**src/rtl/audio_io_bridge.sv**
```systemverilog
// audio_io_bridge: serial audio endpoint between an I2S/TDM codec and the DSP
// core's io memory. ADC slots are deserialized and written to IN_BASE+slot,
// DAC slots are prefetched from OUT_BASE+slot and serialized MSB-first.
// bclk, lrclk and sdin are oversampled in the core clock domain.
// Optional build macro: AUDIO_IO_ERR_CNT_EN adds a saturating 16-bit
// err_count output that counts frame_err pulses.
`timescale 1ns/1ps
module audio_io_bridge #(
   parameter int IO_WIDTH      = 24,
   parameter int IO_ADDR_WIDTH = 8,
   parameter int NUM_CHANNELS  = 8,
   parameter int SLOT_WIDTH    = 32,
   parameter int IN_BASE       = 0,
   parameter int OUT_BASE      = 8
) (
   input  logic                     clk,
   input  logic                     reset_n,
   input  logic                     i2s_bclk,
   input  logic                     i2s_lrclk,
   input  logic                     i2s_sdin,
   output logic                     i2s_sdout,
   output logic                     io_wr_en,
   output logic [IO_ADDR_WIDTH-1:0] io_wr_addr,
   output logic [IO_WIDTH-1:0]      io_wr_data,
   output logic [IO_ADDR_WIDTH-1:0] io_rd_addr,
   input  logic [IO_WIDTH-1:0]      io_rd_data,
   output logic                     frame_tick,
   output logic                     synced,
   output logic                     frame_err
`ifdef AUDIO_IO_ERR_CNT_EN
   ,
   output logic [15:0]              err_count
`endif
);

   localparam int CNT_W  = $clog2(SLOT_WIDTH);
   localparam int SLOT_W = (NUM_CHANNELS > 1) ? $clog2(NUM_CHANNELS) : 1;

   localparam logic [CNT_W-1:0]  LAST_BIT     = CNT_W'(SLOT_WIDTH - 1);
   localparam logic [CNT_W-1:0]  PREFETCH_BIT = CNT_W'(SLOT_WIDTH - 4);
   localparam logic [CNT_W-1:0]  RX_BITS      = CNT_W'(IO_WIDTH);
   localparam logic [SLOT_W-1:0] LAST_SLOT    = SLOT_W'(NUM_CHANNELS - 1);

   localparam logic [IO_ADDR_WIDTH-1:0] IN_BASE_A  = IO_ADDR_WIDTH'(IN_BASE);
   localparam logic [IO_ADDR_WIDTH-1:0] OUT_BASE_A = IO_ADDR_WIDTH'(OUT_BASE);

   // RUN: inside a frame; WAIT: full frame done, frame start due on next rise;
   // HUNT: framing lost, waiting for the next frame start.
   typedef enum logic [1:0] {
      ST_IDLE,
      ST_RUN,
      ST_WAIT,
      ST_HUNT
   } state_t;

   state_t state, state_nxt;

   logic bclk_meta, bclk_sync, bclk_prev;
   logic lr_meta, lr_sync, lr_last;
   logic sd_meta, sd_sync;
   logic rise, fall, frame_start;

   logic start_frame, run_bit, err_nxt, tick_nxt;

   logic [CNT_W-1:0]    bit_cnt;
   logic [SLOT_W-1:0]   slot;
   logic [SLOT_W-1:0]   slot_inc;
   logic [IO_WIDTH-1:0] rx_shift;
   logic [IO_WIDTH-1:0] tx_shift;
   logic [IO_WIDTH-1:0] tx_next;
   logic                rd_pend1, rd_pend2;

   // Two-flop synchronizers of equal depth keep bclk, lrclk and sdin aligned.
   always_ff @(posedge clk or negedge reset_n) begin
      if (!reset_n) begin
         bclk_meta <= 1'b0;
         bclk_sync <= 1'b0;
         bclk_prev <= 1'b0;
         lr_meta   <= 1'b0;
         lr_sync   <= 1'b0;
         sd_meta   <= 1'b0;
         sd_sync   <= 1'b0;
      end else begin
         bclk_meta <= i2s_bclk;
         bclk_sync <= bclk_meta;
         bclk_prev <= bclk_sync;
         lr_meta   <= i2s_lrclk;
         lr_sync   <= lr_meta;
         sd_meta   <= i2s_sdin;
         sd_sync   <= sd_meta;
      end
   end

   assign rise        = bclk_sync & ~bclk_prev;
   assign fall        = ~bclk_sync & bclk_prev;
   assign frame_start = rise & ~lr_sync & lr_last;
   assign synced      = (state != ST_IDLE);
   assign slot_inc    = (slot == LAST_SLOT) ? '0 : slot + 1'b1;

   // Framing state register.
   always_ff @(posedge clk or negedge reset_n) begin
      if (!reset_n) begin
         state <= ST_IDLE;
      end else begin
         state <= state_nxt;
      end
   end

   // Framing decisions: frame starts, data bits, and the two malformed-frame cases.
   always_comb begin
      state_nxt   = state;
      start_frame = 1'b0;
      run_bit     = 1'b0;
      err_nxt     = 1'b0;
      tick_nxt    = 1'b0;
      if (rise) begin
         if (frame_start) begin
            start_frame = 1'b1;
            tick_nxt    = 1'b1;
            state_nxt   = ST_RUN;
            if (state == ST_RUN) begin
               err_nxt = 1'b1;
            end
         end else begin
            case (state)
               ST_RUN: begin
                  run_bit = 1'b1;
                  if (bit_cnt == LAST_BIT && slot == LAST_SLOT) begin
                     state_nxt = ST_WAIT;
                  end
               end
               ST_WAIT: begin
                  err_nxt   = 1'b1;
                  state_nxt = ST_HUNT;
               end
               default: begin
               end
            endcase
         end
      end
   end

   // Bit/slot counting, rx deserialization, io writes, prefetch and tx serialization.
   always_ff @(posedge clk or negedge reset_n) begin
      if (!reset_n) begin
         lr_last    <= 1'b0;
         bit_cnt    <= '0;
         slot       <= '0;
         rx_shift   <= '0;
         tx_shift   <= '0;
         tx_next    <= '0;
         rd_pend1   <= 1'b0;
         rd_pend2   <= 1'b0;
         io_wr_en   <= 1'b0;
         io_wr_addr <= '0;
         io_wr_data <= '0;
         io_rd_addr <= OUT_BASE_A;
         i2s_sdout  <= 1'b0;
         frame_tick <= 1'b0;
         frame_err  <= 1'b0;
      end else begin
         io_wr_en   <= 1'b0;
         frame_tick <= tick_nxt;
         frame_err  <= err_nxt;
         rd_pend1   <= 1'b0;
         rd_pend2   <= rd_pend1;
         if (rd_pend2) begin
            tx_next <= io_rd_data;
         end
         if (rise) begin
            lr_last <= lr_sync;
         end
         if (start_frame) begin
            bit_cnt  <= '0;
            slot     <= '0;
            tx_shift <= tx_next;
         end else if (run_bit) begin
            if (bit_cnt < RX_BITS) begin
               rx_shift <= {rx_shift[IO_WIDTH-2:0], sd_sync};
            end
            if (bit_cnt == PREFETCH_BIT) begin
               io_rd_addr <= OUT_BASE_A + IO_ADDR_WIDTH'(slot_inc);
               rd_pend1   <= 1'b1;
            end
            if (bit_cnt == LAST_BIT) begin
               io_wr_en   <= 1'b1;
               io_wr_addr <= IN_BASE_A + IO_ADDR_WIDTH'(slot);
               io_wr_data <= rx_shift;
               bit_cnt    <= '0;
               slot       <= slot_inc;
               tx_shift   <= tx_next;
            end else begin
               bit_cnt <= bit_cnt + 1'b1;
            end
         end
         if (fall && state != ST_IDLE) begin
            i2s_sdout <= tx_shift[IO_WIDTH-1];
            tx_shift  <= {tx_shift[IO_WIDTH-2:0], 1'b0};
         end
      end
   end

`ifdef AUDIO_IO_ERR_CNT_EN
   // Saturating count of framing errors, restarted when sync is first acquired.
   always_ff @(posedge clk or negedge reset_n) begin
      if (!reset_n) begin
         err_count <= '0;
      end else if (err_nxt) begin
         if (err_count != 16'hFFFF) begin
            err_count <= err_count + 16'd1;
         end
      end else if (start_frame && state == ST_IDLE) begin
         err_count <= '0;
      end
   end
`endif

endmodule

```
**config.mk**
```make
export PLATFORM = sky130hd
export DESIGN_NAME = audio_io_bridge
export DESIGN_NICKNAME = d
export VERILOG_FILES = /design/src/rtl/audio_io_bridge.sv
export SDC_FILE = /design/constraint.sdc
export NUM_CORES = 1
export LEC_CHECK = 0
export ABC_AREA = 1
export CAP_MARGIN = 20
export CORE_UTILIZATION = 49
export DETAILED_ROUTE_END_ITERATION = 16
export GPL_ROUTABILITY_DRIVEN = 0
export PLACE_DENSITY = 0.75
export SKIP_CTS_REPAIR_TIMING = 1
export SYNTH_ARGS = -nofsm -noshare
export SYNTH_HDL_FRONTEND = slang
export SYNTH_SLANG_ARGS = --single-unit
```
**constraint.sdc**
```tcl
create_clock -name clk -period 1.9 [get_ports clk]
set_clock_uncertainty 0.15 [all_clocks]
set_input_delay 0.38 -clock clk [delete_from_list [all_inputs] [get_ports clk]]
set_output_delay 0.38 -clock clk [all_outputs]
set_load 0.01 [all_outputs]
```
=== Word-level counts from Yosys, hierarchy flattened ===
Index checks and enable logic that the tools add are counted.

* Flip-flop bits (word level): 131
* Bits in latches: 0
* Memory bits (writable): 0
* Bits in read-only memories: 0
* Input bits: 29
* Output and inout bits: 45
* Memories: 0

* Add/subtract/negate cells: 3
* Multiply operators: 0
* Div/mod/pow operators: 0
* Order comparisons: 1
* Equal/unequal tests: 6
* Shift-type cells: 0
* Mux-type cells: 28
* Bitwise gates (word level): 8
* Reductions and logical operators: 14

{| class="wikitable"
|+ Operator list
! cell !! count
|-
| 24-bit two-way mux || 4
|-
| 5-bit two-way mux || 3
|-
| 1-bit two-way mux || 14
|-
| 3-bit two-way mux || 4
|-
| 3-bit AND reduction || 4
|-
| 5-bit equality test, second input constant || 2
|-
| 3-bit nonzero test || 3
|-
| 2-bit nonzero test || 3
|-
| 4-bit by 3-bit adder with 5-bit output, first input constant || 1
|-
| 5-bit by 1-bit adder with 5-bit output, second input constant || 1
|-
| 5-bit < comparator, second input constant || 1
|-
| 1-bit bitwise AND || 4
|-
| 2-bit two-way mux || 2
|-
| 1-bit inverter || 4
|-
| 2-bit case mux with 2 select lines || 1
|-
| 2-bit AND reduction || 2
|-
| 3-bit by 1-bit adder with 3-bit output, second input constant || 1
|-
| 3-bit equality test, second input constant || 1
|-
| 3-bit by 2-bit != test with 1-bit output, second input constant || 1
|-
| 2-bit by 1-bit equality test with 1-bit output, second input constant || 1
|-
| 2-bit equality test, second input constant || 1
|-
| 1-bit logical AND || 2
|}

=== Depth between registers and ports, before layout ===
* Word-level depth: 9
* Depth in mapped cells: 10
* Mapped depth without buffers: 9

=== Worst setup path before layout ===
OpenSTA, ideal clock, no wires.

* Kind: register -> register
* Start: register bit_cnt[0]
* End: register tx_shift[13]
* Setup time: 0.067 ns
* Arrival: 1.542 ns
* Data required time: 1.683 ns
* Path slack: 0.142 ns
* Cell stages (with the launch flop): 9
* Buffers on the path: 1
* Cells stage by stage: dfrtp_1 > ha_1 > inv_1 > nor2_1 > ha_1 > nand3_4 > clkbuf_1 > nand4_1 > nand2_1

* Cells in the longest elaborated chain, start to end: 3

{| class="wikitable"
|+ RTL lines
! item !! line !! source
|-
| start, declared || 65 || <nowiki>logic [CNT_W-1:0] bit_cnt;</nowiki>
|-
| start signal, assigned || 193 || <nowiki>bit_cnt <= bit_cnt + 1'b1;</nowiki>
|-
| 5-bit equality test || 185 || <nowiki>if (bit_cnt == LAST_BIT) begin</nowiki>
|-
| 3-bit nonzero test (no line) || - ||
|-
| 2-bit AND reduction (no line) || - ||
|-
| end signal, assigned || 176 || <nowiki>tx_shift <= tx_next;</nowiki>
|-
| end signal, assigned || 191 || <nowiki>tx_shift <= tx_next;</nowiki>
|-
| end signal, assigned || 198 || <nowiki>tx_shift <= {tx_shift[IO_WIDTH-2:0], 1'b0};</nowiki>
|-
| end, declared || 69 || <nowiki>logic [IO_WIDTH-1:0] tx_shift;</nowiki>
|}

Every way passes these cells.
A chain may end at the register's enable or synchronous reset.

=== Final worst setup path ===
* Start: register bit_cnt[1]
* End: register io_wr_data[23]

* Cells in the longest elaborated chain, start to end: 2

{| class="wikitable"
|+ RTL lines
! item !! line !! source
|-
| 5-bit equality test || 185 ||
|-
| 3-bit AND reduction (no line) || - ||
|-
| end signal, assigned || 188 || <nowiki>io_wr_data <= rx_shift;</nowiki>
|-
| end, declared || 24 || <nowiki>output logic [IO_WIDTH-1:0] io_wr_data,</nowiki>
|}

Every way passes these cells.

==> results_dict.tcl <==
set metrics [dict create \
    run_status "finished, final reports clean" \
    initial_core_util_pct 50.6 \
    detail_route.iter0.violations 315 \
    mostFrequentLayoutCell "nand2_1" \
    rrSetupSlack_ns 0.06 \
    synth_cell_types 24 \
    layout.nets 694 \
    clk_pin_slew_worst_paths_ns 0.06 \
    maxSlewHeadroom_pct 62.4 \
    post_route_cells_drive_above_1_share_pct 13.7 \
    grt_util_all_layers_pct 21.0 \
    path_type_of_the_worst_min_delay_path "input pin to flop" \
    cts_tree "yes" \
    worstMarginPinSlew_ns 0.564 \
    clock.fmax_mhz 544 \
    n_antenna_cell 0 \
    clockPowerShare_pct 46.1 \
    finish.utilization_pct 63.8 \
    pin_count_of_the_biggest_net_entering_global_routing 82 \
    tns_ns 0 \
    timing_worst_setup_path_type "flop to flop" \
    final_worst_path_period_need_ns 1.84 \
    worstPathMaxFanout 15 \
    power_density_nw_per_um2 961 \
    fill_cells 886 \
    worst_setup_path_end_kind "flop" \
    die_y_um 108 \
    avgViaCountPerCell 5.28 \
    total_gr_overflow 0 \
    portion_of_total_power_attributed_to_sequential_cells_pct 44.7 \
    static-leakage-power_nw 4.27 \
    synth_sequential_area_ratio_pct 57.2 \
    detail_route.wirelength_um 11400 \
    syn_area_um2 5510 \
    cts.sink_count 126 \
    area_growth_syn_to_fin_pct 26.1 \
    antenna_violating_nets_post_route 0 \
    drt_first_pass_iters 7 \
    maxCapViolCount 0 \
    setup_viol 0 \
    synth.avg_cell_area_um2 9.34 \
    layout_common_cells "nand2_1, dfrtp_1, nand4_1" \
    dieArea_um2 11700 \
    power.switching_w 0.00160 \
    cell_internal_pwr_w 0.00508 \
    worst_skew_pair.late_latency_ns 0.51 \
    vdd.ir_drop.worst_mv 0.619 \
    clock_tree.root_cell "clkbuf_8" \
    dp.final_hpwl_um 6920 \
    ys_warn_count 0 \
    drcViolationCount 0 \
    grt_pass1_wl_um 19000 \
    detailroute.via_count 4278 \
    worstPathArrival_ns 2.14 \
    drt-wirelength-per-cell_um 14.0 \
    tritoncts.num_buffers 17 \
    floorplan.rows 38 \
    h_tree_levels 4 \
    finalHoldViolCount 0 \
    portBuffers 63 \
    num_io_pins 74 \
    timing.final.max_slew_violations 0 \
    sw_frac_of_total_pct 23.9 \
    cp-start-kind "flop" \
    share_comb_of_total_power_pct 9.2 \
    period_share_pct 96.7 \
    die_w_um 108 \
    worst-endpoint-required_ns 2.20 \
    syn-instance-count 590 \
    ctsLongestPathBuffers 2 \
    antenna_violations_before_repair 0 \
    number_of_storage_elements_in_the_synthesis_netlist 126 \
    placeableCoreArea_um2 10900 \
    vias_in_the_first_global_route 4135 \
]
[Yosys cell counts]
| cell type | number | area (um^2) |
|---|---|---|
| dfrtp_1 | 126 | 3150 |
| nor2_4 | 3 | 33.8 |
| nand3_4 | 2 | 35.0 |
| buf_6 | 5 | 56.3 |
| conb_1 | 2 | 7.51 |
| nand3_2 | 1 | 10.0 |
| clkbuf_1 | 7 | 26.3 |
| inv_2 | 3 | 11.3 |
| nand2_4 | 1 | 11.3 |
| nand3_1 | 29 | 145 |
| a21oi_1 | 2 | 10.0 |
| nand2_1 | 263 | 987 |
| buf_2 | 14 | 70.1 |
| nor2_1 | 9 | 33.8 |
| nand2_2 | 2 | 12.5 |
| inv_1 | 14 | 52.6 |
| mux2_2 | 24 | 270 |
| nor3_1 | 1 | 5.00 |
| nand4_4 | 1 | 21.3 |
| nor2_2 | 1 | 6.26 |
| nand4_1 | 53 | 332 |
| o21ai_0 | 4 | 20.0 |
| ha_1 | 5 | 62.6 |
| buf_4 | 18 | 135 |
[state kept, by name (all words and copies together) (netlist names), 2 cells and up]
register / flops
bit_cnt: 5
io_rd_addr: 3
io_wr_addr: 3
io_wr_data: 24
rx_shift: 24
slot: 3
state: 2
tx_next: 24
tx_shift: 24
[area by class of cell]
cell class | count | area (um^2) | area share (%)
clock buffers | 22 | 443 | 6.38
clock inverters | 7 | 115 | 1.66
inverters | 17 | 66.3 | 0.955
multi-input cells | 411 | 2050 | 29.5
flip-flops and latches | 126 | 3150 | 45.4
well taps | 140 | 175 | 2.52
repair buffers | 87 | 945 | 13.6
[metrics by stage]
stage	instance area (um^2)	std cells	total power [W]	hold slack [ns]	setup slack (ns)
2_1_floorplan	5540	598	0.00336	-0.0656	0.142
3_3_place_gp	6210	774	0.00354	0.188	0.0942
3_5_place_dp	6210	774	0.00358	0.192	-0.00560
4_1_cts	6760	803	0.00668	-0.254	-0.339
5_1_grt	6950	810	0.00697	0.135	-0.0621
6_report	6950	810	0.00668	0.165	0.0618
[logic make-up after synthesis]
group / share of synthesized area [%]
flops: 57.2
mux: 4.91
buf+inv: 6.38
simple gates: 29.6
fa+ha+maj: 1.14
other cells: 0.136
compound gates: 0.545
[per-layer routing]
metal | vias up | track usage [%] | share of wire [%]
met5 | - | 0 | 0
met4 | 0 | 8.41 | 1.0
met3 | 16 | 6.27 | 5.6
met2 | 162 | 34.2 | 50
met1 | 2064 | 26.1 | 43
li1 | 2036 | - | -
[power groups by stage]
stage / registers, W / clock network (W) / logic [W]
2_1_floorplan: 0.00299 / 0 / 0.000372
3_3_place_gp: 0.00301 / 0 / 0.000525
3_5_place_dp: 0.00303 / 0 / 0.000548
4_1_cts: 0.00299 / 0.00314 / 0.000556
5_1_grt: 0.00300 / 0.00327 / 0.000700
6_report: 0.00299 / 0.00307 / 0.000615
[critical path, cell delays in order, from the launching register on]
cell and delay, ns:
dfrtp_1 0.38, ha_2 0.20, inv_1 0.06, nor2_1 0.12
ha_2 0.23, nand3_4 0.13, nor2_4 0.18, clkbuf_16 0.20
nand2_1 0.07, nand2_1 0.08
[worst paths after layout]
| kind | from | endpoint | depth (start not counted) |
|---|---|---|---|
| hold reg to reg | lr_meta | lr_sync | 0 |
| setup reg to reg | bit_cnt[1] | io_wr_data[23] | 9 |
| max in group asynchronous | reset_n | tx_shift[3] | 3 |
| setup / recovery | bit_cnt[1] | io_wr_data[23] | 9 |
| min in group asynchronous | reset_n | io_wr_data[12] | 3 |
| hold / removal | i2s_bclk | bclk_meta | 1 |
(Power assumes the default switching activity.)
